--- config.mk ---
export PLATFORM = sky130hd
export DESIGN_NAME = decode_ctrl_pipe_flat
export DESIGN_NICKNAME = d
export VERILOG_FILES = /design/src/rtl/decode_ctrl_pipe_if.sv /design/src/rtl/decode_ctrl_pipe.sv /design/src/flat_wrapper.sv
export SDC_FILE = /design/constraint.sdc
export NUM_CORES = 1
export LEC_CHECK = 0
export CAP_MARGIN = 5
export CELL_PAD_IN_SITES_DETAIL_PLACEMENT = 0
export CELL_PAD_IN_SITES_GLOBAL_PLACEMENT = 1
export CORE_MARGIN = 1
export CORE_UTILIZATION = 29
export DETAILED_ROUTE_END_ITERATION = 10
export PLACE_DENSITY = 0.82
export SLEW_MARGIN = 10
export SYNTH_ARGS = -nofsm -noshare
export SYNTH_HDL_FRONTEND = slang
export SYNTH_SLANG_ARGS = --single-unit
export TNS_END_PERCENT = 50
--- constraint.sdc ---
create_clock -name clk -period 2.2 [get_ports clk]
set_clock_uncertainty 0.1 [all_clocks]
set_input_delay 0.44 -clock clk [delete_from_list [all_inputs] [get_ports clk]]
set_output_delay 0.44 -clock clk [all_outputs]
set_load 0.02 [all_outputs]
--- src/rtl/decode_ctrl_pipe_if.sv ---
// Purpose: fetch->decode and decode->EX handshake plus the EX/MEM/WB control bundle.
// Latency: none (wiring only).
// Backpressure: in_ready / out_ready ready-valid on each side.
// Ports: slave = decode stage side, master = producer/consumer side (fetch + EX).
interface decode_ctrl_pipe_if #(
  parameter int XLEN = 32
);
  logic            in_valid;
  logic            in_ready;
  logic [31:0]     in_instr;
  logic [XLEN-1:0] in_pc;

  logic            out_valid;
  logic            out_ready;
  logic [XLEN-1:0] out_pc;
  logic [4:0]      out_rd;
  logic [4:0]      out_rs1;
  logic [4:0]      out_rs2;
  logic [4:0]      out_aluc;
  logic            out_aluOut_WB_memOut;
  logic            out_rs1Data_EX_PC;
  logic            out_write_reg;
  logic            out_write_mem;
  logic            out_read_mem;
  logic [1:0]      out_rs2Data_EX_imm64_4;
  logic [1:0]      out_pcImm_NEXTPC_rs1Imm;
  logic [2:0]      out_extOP;
  logic [1:0]      out_mem_size;
  logic            out_mem_unsigned;
  logic            out_bubble;
  logic            out_illegal;

  modport slave (
    input  in_valid, in_instr, in_pc, out_ready,
    output in_ready, out_valid, out_pc, out_rd, out_rs1, out_rs2, out_aluc,
           out_aluOut_WB_memOut, out_rs1Data_EX_PC, out_write_reg, out_write_mem,
           out_read_mem, out_rs2Data_EX_imm64_4, out_pcImm_NEXTPC_rs1Imm, out_extOP,
           out_mem_size, out_mem_unsigned, out_bubble, out_illegal
  );

  modport master (
    output in_valid, in_instr, in_pc, out_ready,
    input  in_ready, out_valid, out_pc, out_rd, out_rs1, out_rs2, out_aluc,
           out_aluOut_WB_memOut, out_rs1Data_EX_PC, out_write_reg, out_write_mem,
           out_read_mem, out_rs2Data_EX_imm64_4, out_pcImm_NEXTPC_rs1Imm, out_extOP,
           out_mem_size, out_mem_unsigned, out_bubble, out_illegal
  );
endinterface

--- src/rtl/decode_ctrl_pipe.sv ---
// Purpose: registered RV32I(+M) decode/control stage between fetch and EX.
// Latency: accept at edge N -> out_valid after N; one bubble per load-use pair.
// Backpressure: in_ready low while output held, on load-use hazard, flush, or multi-cycle M op.
// Ports: clk; reset (sync, active-high); flush (kills held beat and pending state);
//        io (slave): in_valid/in_ready/in_instr/in_pc upstream, out_valid/out_ready + control bundle.
module decode_ctrl_pipe #(
  parameter int XLEN        = 32,
  parameter bit ENABLE_MEXT = 1'b1,
  parameter int MUL_LAT     = 3,
  parameter int DIV_LAT     = 8
) (
  input  logic              clk,
  input  logic              reset,
  input  logic              flush,
  decode_ctrl_pipe_if.slave io
);
  localparam int MAX_LAT = (MUL_LAT > DIV_LAT) ? MUL_LAT : DIV_LAT;
  localparam int CNT_W   = (MAX_LAT < 2) ? 1 : $clog2(MAX_LAT);

  localparam logic [6:0] OPC_LUI = 7'b0110111, OPC_AUIPC = 7'b0010111, OPC_JAL = 7'b1101111,
                         OPC_JALR = 7'b1100111, OPC_BR = 7'b1100011, OPC_LD = 7'b0000011,
                         OPC_ST = 7'b0100011, OPC_IMM = 7'b0010011, OPC_OP = 7'b0110011;

  typedef enum logic {RUN, MBUSY} state_t;

  typedef struct packed {
    logic [XLEN-1:0] pc;
    logic [4:0]      rd, rs1, rs2, aluc;
    logic            wbsel, src1, wr, wmem, rmem;
    logic [1:0]      src2, nxt;
    logic [2:0]      ext;
    logic [1:0]      msize;
    logic            munsigned, bubble, illegal;
  } ctrl_t;

  state_t             state_q, state_d;
  logic [CNT_W-1:0]   cnt_q, cnt_d;
  ctrl_t              out_q, out_d;
  logic               out_valid_q, out_valid_d;
  logic [4:0]         ld_rd_q, ld_rd_d;

  logic [6:0] opcode, f7;
  logic [2:0] f3;
  logic [4:0] rd, rs1, rs2;
  assign opcode = io.in_instr[6:0];
  assign rd     = io.in_instr[11:7];
  assign f3     = io.in_instr[14:12];
  assign rs1    = io.in_instr[19:15];
  assign rs2    = io.in_instr[24:20];
  assign f7     = io.in_instr[31:25];

  ctrl_t dec;
  logic  illegal, is_load, is_m, is_div, use_rs1, use_rs2;

  always_comb begin
    dec = '0;
    illegal = 1'b0;
    is_load = 1'b0;
    is_m    = 1'b0;
    is_div  = 1'b0;
    use_rs1 = 1'b0;
    use_rs2 = 1'b0;
    case (opcode)
      OPC_LUI, OPC_AUIPC: begin
        dec.wr = 1'b1; dec.src2 = 2'b01; dec.ext = 3'b001;
        dec.src1 = (opcode == OPC_AUIPC);
      end
      OPC_JAL: begin
        dec.wr = 1'b1; dec.src1 = 1'b1; dec.src2 = 2'b10; dec.nxt = 2'b01; dec.ext = 3'b100;
      end
      OPC_JALR: begin
        use_rs1 = 1'b1;
        if (f3 != 3'b000) illegal = 1'b1;
        dec.wr = 1'b1; dec.src1 = 1'b1; dec.src2 = 2'b11; dec.aluc = 5'd10; dec.nxt = 2'b10;
      end
      OPC_BR: begin
        use_rs1 = 1'b1; use_rs2 = 1'b1; dec.ext = 3'b011;
        case (f3)
          3'b000: dec.aluc = 5'd11;
          3'b001: dec.aluc = 5'd12;
          3'b100: dec.aluc = 5'd13;
          3'b101: dec.aluc = 5'd14;
          3'b110: dec.aluc = 5'd15;
          3'b111: dec.aluc = 5'd16;
          default: illegal = 1'b1;
        endcase
      end
      OPC_LD: begin
        use_rs1 = 1'b1;
        if (f3 == 3'b011 || f3 == 3'b110 || f3 == 3'b111) illegal = 1'b1;
        dec.wr = 1'b1; dec.wbsel = 1'b1; dec.src2 = 2'b01; dec.rmem = 1'b1; is_load = 1'b1;
        dec.msize = f3[1:0]; dec.munsigned = f3[2];
      end
      OPC_ST: begin
        use_rs1 = 1'b1; use_rs2 = 1'b1;
        if (f3[2] || f3[1:0] == 2'b11) illegal = 1'b1;
        dec.src2 = 2'b01; dec.ext = 3'b010; dec.wmem = 1'b1;
        dec.msize = f3[1:0]; dec.munsigned = f3[2];
      end
      OPC_IMM: begin
        use_rs1 = 1'b1; dec.wr = 1'b1; dec.src2 = 2'b01;
        case (f3)
          3'b000: dec.aluc = 5'd0;
          3'b010: dec.aluc = 5'd6;
          3'b011: dec.aluc = 5'd7;
          3'b100: dec.aluc = 5'd4;
          3'b110: dec.aluc = 5'd3;
          3'b111: dec.aluc = 5'd2;
          3'b001: begin dec.aluc = 5'd5; illegal = (f7 != 7'b0000000); end
          default: begin // 3'b101: srli / srai share func3, split on func7
            if (f7 == 7'b0000000)      dec.aluc = 5'd8;
            else if (f7 == 7'b0100000) begin dec.aluc = 5'd9; dec.ext = 3'b101; end
            else                       illegal = 1'b1;
          end
        endcase
      end
      OPC_OP: begin
        use_rs1 = 1'b1; use_rs2 = 1'b1; dec.wr = 1'b1; dec.ext = 3'b111;
        if (f7 == 7'b0000000) begin
          case (f3)
            3'b000: dec.aluc = 5'd0;
            3'b001: dec.aluc = 5'd5;
            3'b010: dec.aluc = 5'd6;
            3'b011: dec.aluc = 5'd7;
            3'b100: dec.aluc = 5'd4;
            3'b101: dec.aluc = 5'd8;
            3'b110: dec.aluc = 5'd3;
            default: dec.aluc = 5'd2;
          endcase
        end else if (f7 == 7'b0100000 && f3 == 3'b000) begin
          dec.aluc = 5'd1;
        end else if (f7 == 7'b0100000 && f3 == 3'b101) begin
          dec.aluc = 5'd9;
        end else if (f7 == 7'b0000001 && ENABLE_MEXT) begin
          dec.aluc = 5'd17 + {2'b00, f3};
          is_m = 1'b1; is_div = f3[2];
        end else begin
          illegal = 1'b1;
        end
      end
      default: illegal = 1'b1;
    endcase
    // Illegal words still flow to EX (for the trap path) but must not touch state.
    if (illegal) begin
      dec = '0;
      is_load = 1'b0;
      is_m = 1'b0;
    end
    dec.illegal = illegal;
    dec.pc  = io.in_pc;
    dec.rd  = rd;
    dec.rs1 = rs1;
    dec.rs2 = rs2;
  end

  logic hazard, slot_free, in_ready_c, accept;
  assign hazard = io.in_valid && (ld_rd_q != 5'd0) &&
                  ((use_rs1 && ld_rd_q == rs1) || (use_rs2 && ld_rd_q == rs2));
  assign slot_free = !out_valid_q || io.out_ready;

  always_comb begin
    state_d     = state_q;
    cnt_d       = cnt_q;
    out_d       = out_q;
    out_valid_d = out_valid_q;
    ld_rd_d     = ld_rd_q;
    in_ready_c  = (state_q == RUN) && slot_free && !hazard && !flush;
    accept      = in_ready_c && io.in_valid;

    if (io.out_ready) out_valid_d = 1'b0;

    if (accept) begin
      out_d       = dec;
      out_valid_d = 1'b1;
      ld_rd_d     = (is_load && rd != 5'd0) ? rd : 5'd0;
      if (is_m && is_div && DIV_LAT > 1) begin
        state_d = MBUSY; cnt_d = CNT_W'(DIV_LAT - 1);
      end else if (is_m && !is_div && MUL_LAT > 1) begin
        state_d = MBUSY; cnt_d = CNT_W'(MUL_LAT - 1);
      end
    end else if (state_q == RUN && hazard && slot_free) begin
      // Clearing ld_rd_q guarantees the stalled consumer issues next cycle.
      out_d        = '0;
      out_d.bubble = 1'b1;
      out_valid_d  = 1'b1;
      ld_rd_d      = 5'd0;
    end

    // M-op counter runs independent of downstream backpressure.
    if (state_q == MBUSY) begin
      cnt_d = cnt_q - CNT_W'(1);
      if (cnt_q == CNT_W'(1)) state_d = RUN;
    end

    if (flush) begin
      state_d     = RUN;
      cnt_d       = '0;
      out_d       = '0;
      out_valid_d = 1'b0;
      ld_rd_d     = 5'd0;
    end
  end

  always_ff @(posedge clk) begin
    if (reset) begin
      state_q     <= RUN;
      cnt_q       <= '0;
      out_q       <= '0;
      out_valid_q <= 1'b0;
      ld_rd_q     <= 5'd0;
    end else begin
      state_q     <= state_d;
      cnt_q       <= cnt_d;
      out_q       <= out_d;
      out_valid_q <= out_valid_d;
      ld_rd_q     <= ld_rd_d;
    end
  end

  assign io.in_ready                = in_ready_c;
  assign io.out_valid               = out_valid_q;
  assign io.out_pc                  = out_q.pc;
  assign io.out_rd                  = out_q.rd;
  assign io.out_rs1                 = out_q.rs1;
  assign io.out_rs2                 = out_q.rs2;
  assign io.out_aluc                = out_q.aluc;
  assign io.out_aluOut_WB_memOut    = out_q.wbsel;
  assign io.out_rs1Data_EX_PC       = out_q.src1;
  assign io.out_write_reg           = out_q.wr;
  assign io.out_write_mem           = out_q.wmem;
  assign io.out_read_mem            = out_q.rmem;
  assign io.out_rs2Data_EX_imm64_4  = out_q.src2;
  assign io.out_pcImm_NEXTPC_rs1Imm = out_q.nxt;
  assign io.out_extOP               = out_q.ext;
  assign io.out_mem_size            = out_q.msize;
  assign io.out_mem_unsigned        = out_q.munsigned;
  assign io.out_bubble              = out_q.bubble;
  assign io.out_illegal             = out_q.illegal;
endmodule

--- src/flat_wrapper.sv ---
// flat-port wrapper written by rule: the top's interface ports become plain ports
module decode_ctrl_pipe_flat 
#(
  parameter int XLEN        = 32,
  parameter bit ENABLE_MEXT = 1'b1,
  parameter int MUL_LAT     = 3,
  parameter int DIV_LAT     = 8
)
  (clk, reset, flush, io_in_valid, io_in_instr, io_in_pc, io_out_ready, io_in_ready, io_out_valid, io_out_pc, io_out_rd, io_out_rs1, io_out_rs2, io_out_aluc, io_out_aluOut_WB_memOut, io_out_rs1Data_EX_PC, io_out_write_reg, io_out_write_mem, io_out_read_mem, io_out_rs2Data_EX_imm64_4, io_out_pcImm_NEXTPC_rs1Imm, io_out_extOP, io_out_mem_size, io_out_mem_unsigned, io_out_bubble, io_out_illegal);
  decode_ctrl_pipe_if #(.XLEN(XLEN)) io_i ();
  input  logic clk;
  input  logic reset;
  input  logic flush;
  input wire logic [$bits(io_i.in_valid)-1:0] io_in_valid;
  input wire logic [$bits(io_i.in_instr)-1:0] io_in_instr;
  input wire logic [$bits(io_i.in_pc)-1:0] io_in_pc;
  input wire logic [$bits(io_i.out_ready)-1:0] io_out_ready;
  output wire logic [$bits(io_i.in_ready)-1:0] io_in_ready;
  output wire logic [$bits(io_i.out_valid)-1:0] io_out_valid;
  output wire logic [$bits(io_i.out_pc)-1:0] io_out_pc;
  output wire logic [$bits(io_i.out_rd)-1:0] io_out_rd;
  output wire logic [$bits(io_i.out_rs1)-1:0] io_out_rs1;
  output wire logic [$bits(io_i.out_rs2)-1:0] io_out_rs2;
  output wire logic [$bits(io_i.out_aluc)-1:0] io_out_aluc;
  output wire logic [$bits(io_i.out_aluOut_WB_memOut)-1:0] io_out_aluOut_WB_memOut;
  output wire logic [$bits(io_i.out_rs1Data_EX_PC)-1:0] io_out_rs1Data_EX_PC;
  output wire logic [$bits(io_i.out_write_reg)-1:0] io_out_write_reg;
  output wire logic [$bits(io_i.out_write_mem)-1:0] io_out_write_mem;
  output wire logic [$bits(io_i.out_read_mem)-1:0] io_out_read_mem;
  output wire logic [$bits(io_i.out_rs2Data_EX_imm64_4)-1:0] io_out_rs2Data_EX_imm64_4;
  output wire logic [$bits(io_i.out_pcImm_NEXTPC_rs1Imm)-1:0] io_out_pcImm_NEXTPC_rs1Imm;
  output wire logic [$bits(io_i.out_extOP)-1:0] io_out_extOP;
  output wire logic [$bits(io_i.out_mem_size)-1:0] io_out_mem_size;
  output wire logic [$bits(io_i.out_mem_unsigned)-1:0] io_out_mem_unsigned;
  output wire logic [$bits(io_i.out_bubble)-1:0] io_out_bubble;
  output wire logic [$bits(io_i.out_illegal)-1:0] io_out_illegal;
  assign io_i.in_valid = io_in_valid;
  assign io_i.in_instr = io_in_instr;
  assign io_i.in_pc = io_in_pc;
  assign io_i.out_ready = io_out_ready;
  assign io_in_ready = io_i.in_ready;
  assign io_out_valid = io_i.out_valid;
  assign io_out_pc = io_i.out_pc;
  assign io_out_rd = io_i.out_rd;
  assign io_out_rs1 = io_i.out_rs1;
  assign io_out_rs2 = io_i.out_rs2;
  assign io_out_aluc = io_i.out_aluc;
  assign io_out_aluOut_WB_memOut = io_i.out_aluOut_WB_memOut;
  assign io_out_rs1Data_EX_PC = io_i.out_rs1Data_EX_PC;
  assign io_out_write_reg = io_i.out_write_reg;
  assign io_out_write_mem = io_i.out_write_mem;
  assign io_out_read_mem = io_i.out_read_mem;
  assign io_out_rs2Data_EX_imm64_4 = io_i.out_rs2Data_EX_imm64_4;
  assign io_out_pcImm_NEXTPC_rs1Imm = io_i.out_pcImm_NEXTPC_rs1Imm;
  assign io_out_extOP = io_i.out_extOP;
  assign io_out_mem_size = io_i.out_mem_size;
  assign io_out_mem_unsigned = io_i.out_mem_unsigned;
  assign io_out_bubble = io_i.out_bubble;
  assign io_out_illegal = io_i.out_illegal;
  decode_ctrl_pipe #(.XLEN(XLEN), .ENABLE_MEXT(ENABLE_MEXT), .MUL_LAT(MUL_LAT), .DIV_LAT(DIV_LAT)) u_core (.clk(clk), .reset(reset), .flush(flush), .io(io_i));
endmodule
==> summary.md <==
| Metric | Value |
|---|---|
| Pins Over Slew Limit | `0` |
| Area growth, synth to finish | `80.71%` |
| Mapped Nets | `441` |
| Final wirelength | `12.24 mm` |
| Synthesized instance count | `363` |
| WS Path Type | `reg -> out` |
| Antenna viol nets, final | `0` |
| WL per Instance | `16.77 µm` |
| Status | `finished with violations` |
| Nets | `657` |
| Vias in the first global route | `3786` |
| Hold WC Path Type | `in -> reg` |
| Post-synthesis sequential area ratio | `43.62%` |
| Unrepaired setup endpoints after global routing | `yes` |
| Worst vdd ir | `0.3093 mV` |
| Root Buffer | `clkbuf_16` |
| Die Span Y | `113.1 µm` |
| Initial antenna violation count | `0` |
| #FFs+latches synth | `78` |
| WP data arrival | `1860 ps` |
| Starting density of the core | `29.80%` |
| DIE WIDTH | `113.1 µm` |
| CTS tree | `built` |
| Synth unique cells | `63` |
| Final worst path period need | `2404 ps` |
| # DRC | `0` |
| Async set-reset flop share out of synthesis | `0%` |
| Critical path startpoint category | `flop` |
| Total power | `3.442 mW` |
| Critical Path RT | `1660 ps` |
| Slew headroom | `68.25%` |
| Vias | `3740` |
| Post-route setup slack | `-203.7 ps` |
| PD cells | `532.1 nW/µm²` |
| Largest net degree at the start of global routing | `44` |
| Crit share post-route | `109.3%` |
| # IOs | `140` |
| Failing checks | `setup timing` |
| Ratio of cells with drive above 1 in the final layout | `29.85%` |
| WP buf/inv | `2` |
| Warning count from the yosys run | `0` |
| First-pass GRT wire length | `19.20 mm` |
| Max reg flops | `32` |
| Worst-margin pin slew | `476.2 ps` |
| Total gr overflow | `0` |
| Diode count | `0` |
| CTS H-tree lvls | `3` |
| Final Setup Violations | `58` |
| Final hold slack | `295.5 ps` |
| Number of flops mapped to enable cells by yosys | `0` |
| CP max-delay cell | `or4_4` |
| Delay-heaviest family, CP | `simple AND/OR/NAND/NOR gates` |
| Core Area | `12010 µm²` |
| Crit Path Max Fanout | `2` |
| Endpoint class of the critical path | `primary output` |
| Fin. Hold Viols | `0` |
| Fmax | `0.4160 GHz` |
| Vias per cell | `5.123` |
| Initial DRC Count | `168` |
| TritonCTS Buffers | `9` |
| Clk sinks | `78` |
| Num rows | `40` |
| Commonest cells after routing, fill and taps aside | `clkdlybuf4s50_1 (115), dfxtp_1 (76), buf_4 (74), a22o_1 (58)` |
| Gr usage total | `19.12%` |
| Final Wtd Congestion | `0.9256` |
| Max clock buf depth | `2` |
| CP dominant cell by count | `buf_4` |
| PortBufs | `139` |
| Maxcap violations | `0` |
| DRT Pass-1 Iters | `4` |
| Worst-path cell chain | `or4_4 -> o21ai_4 -> a21oi_2 -> buf_4 -> nor4_4 -> buf_4` |
| Most common cell after layout, fill and taps aside | `clkdlybuf4s50_1` |
| Die area | `12790 µm²` |
| Primary FF master, synth | `dfxtp_1` |
| Clk_lat worst skew | `330 ps` |
| Worst path max stage delay | `550 ps` |
| Static Leak | `2.575 nW` |
| Synthesized area | `3580 µm²` |
| Worst-path clk slew | `60 ps` |
| Detailed Place HPWL | `9.145 mm` |
| Syn Area/Cell | `9.861 µm²` |
## final cells by class
class / count / area [µm²]
Sequential cell: 78 / 1564
Clock inverter: 3 / 43.79
Inverter: 15 / 66.31
Tap cell: 147 / 183.9
Timing Repair Buffer: 232 / 2227
Clock buffer: 12 / 246.5
Fill cell: 1067 / 5543
Multi-Input combinational cell: 243 / 2137
## routing by layer
metal | wire length (µm) | vias to the layer above | global-route usage [%]
met4 | 306 | 0 | 6.140
met5 | 0 | - | 0
met1 | 5164 | 1774 | 23.31
met3 | 666 | 25 | 4.767
met2 | 6105 | 122 | 32.97
li1 | - | 1819 | -
## report_power, final
group          internal [mW]  leakage [nW]  switching [mW]
sequential              1.43         0.631         0.00959
clock                  0.906         0.143           0.548
combinational          0.297          1.80           0.250
## cell usage after synthesis (4+ instances only)
| cell type | count | share of area (%) |
|---|---|---|
| a211oi_1 | 6 | 1.3 |
| a21oi_1 | 11 | 1.5 |
| a22o_1 | 58 | 14 |
| a32o_1 | 10 | 2.8 |
| buf_2 | 10 | 1.4 |
| clkbuf_1 | 12 | 1.3 |
| dfxtp_1 | 78 | 44 |
| ha_1 | 9 | 3.1 |
| inv_1 | 13 | 1.4 |
| nand2_1 | 19 | 2.0 |
| nand2b_1 | 4 | 0.70 |
| nand3_1 | 9 | 1.3 |
| nor2_1 | 19 | 2.0 |
| nor3_1 | 9 | 1.3 |
| nor4_1 | 5 | 0.87 |
| o21ai_0 | 9 | 1.3 |
| o31ai_1 | 5 | 1.0 |
| xor2_1 | 10 | 2.4 |
## worst register-to-register path: stages, from the launching register on
cell and delay, ps:
dfxtp_2 320, or4_4 550, o21ai_4 160, buf_6 130
inv_6 40, a21o_4 220, buf_6 110, or3_4 410
o31ai_2 190
## stage by stage
step | setup TNS [ps] | util, % | instances | cell area [µm²] | setup slack (ps)
after CTS | -2555 | 52.07 | 722 | 6255 | -240.2
after global routing | -7326 | 53.85 | 730 | 6469 | -257.7
after global placement | -49430 | 48.02 | 702 | 5768 | -858.9
final | -1414 | 53.85 | 730 | 6469 | -203.7
after floorplan | -449.1 | - | 363 | 3659 | -74.34
after detailed placement | -57380 | 48.02 | 702 | 5768 | -856.4
## final timing paths
path / cells after the start / to / slack [ps] / from
setup reg to reg: 8 / u_core.io.out_rs2Data_EX_imm64_4[1] / -110 / u_core.ld_rd_q[1]
hold / removal: 2 / u_core.io.out_rs2[3] / 300 / io_in_instr[23]
hold reg to reg: 2 / u_core.io.out_write_mem / 360 / u_core.io.out_write_mem
setup / recovery: 6 / io_in_ready / -200 / u_core.ld_rd_q[1]
## cells by family after synthesis
group,after synthesis,synth area share [%]
xor gates and xnor gates,10,2.447
DFF,78,43.62
muxes,2,0.5593
and+or+nand+nor,89,14.30
AOI/OAI and AO/OA,133,30.76
buffers and inverters,42,5.173
adders and majority gates,9,3.146
## what timing repair did
action / in CTS / in global routing
pin swaps: 19 / 32
gates resized for setup: 59 / 60
cloned: 1 / 1
setup buffers: 4 / 8
setup endpoints to repair: 79 / 77
hold buffers: 0 / 0
Power figures use the tool's default switching activity.
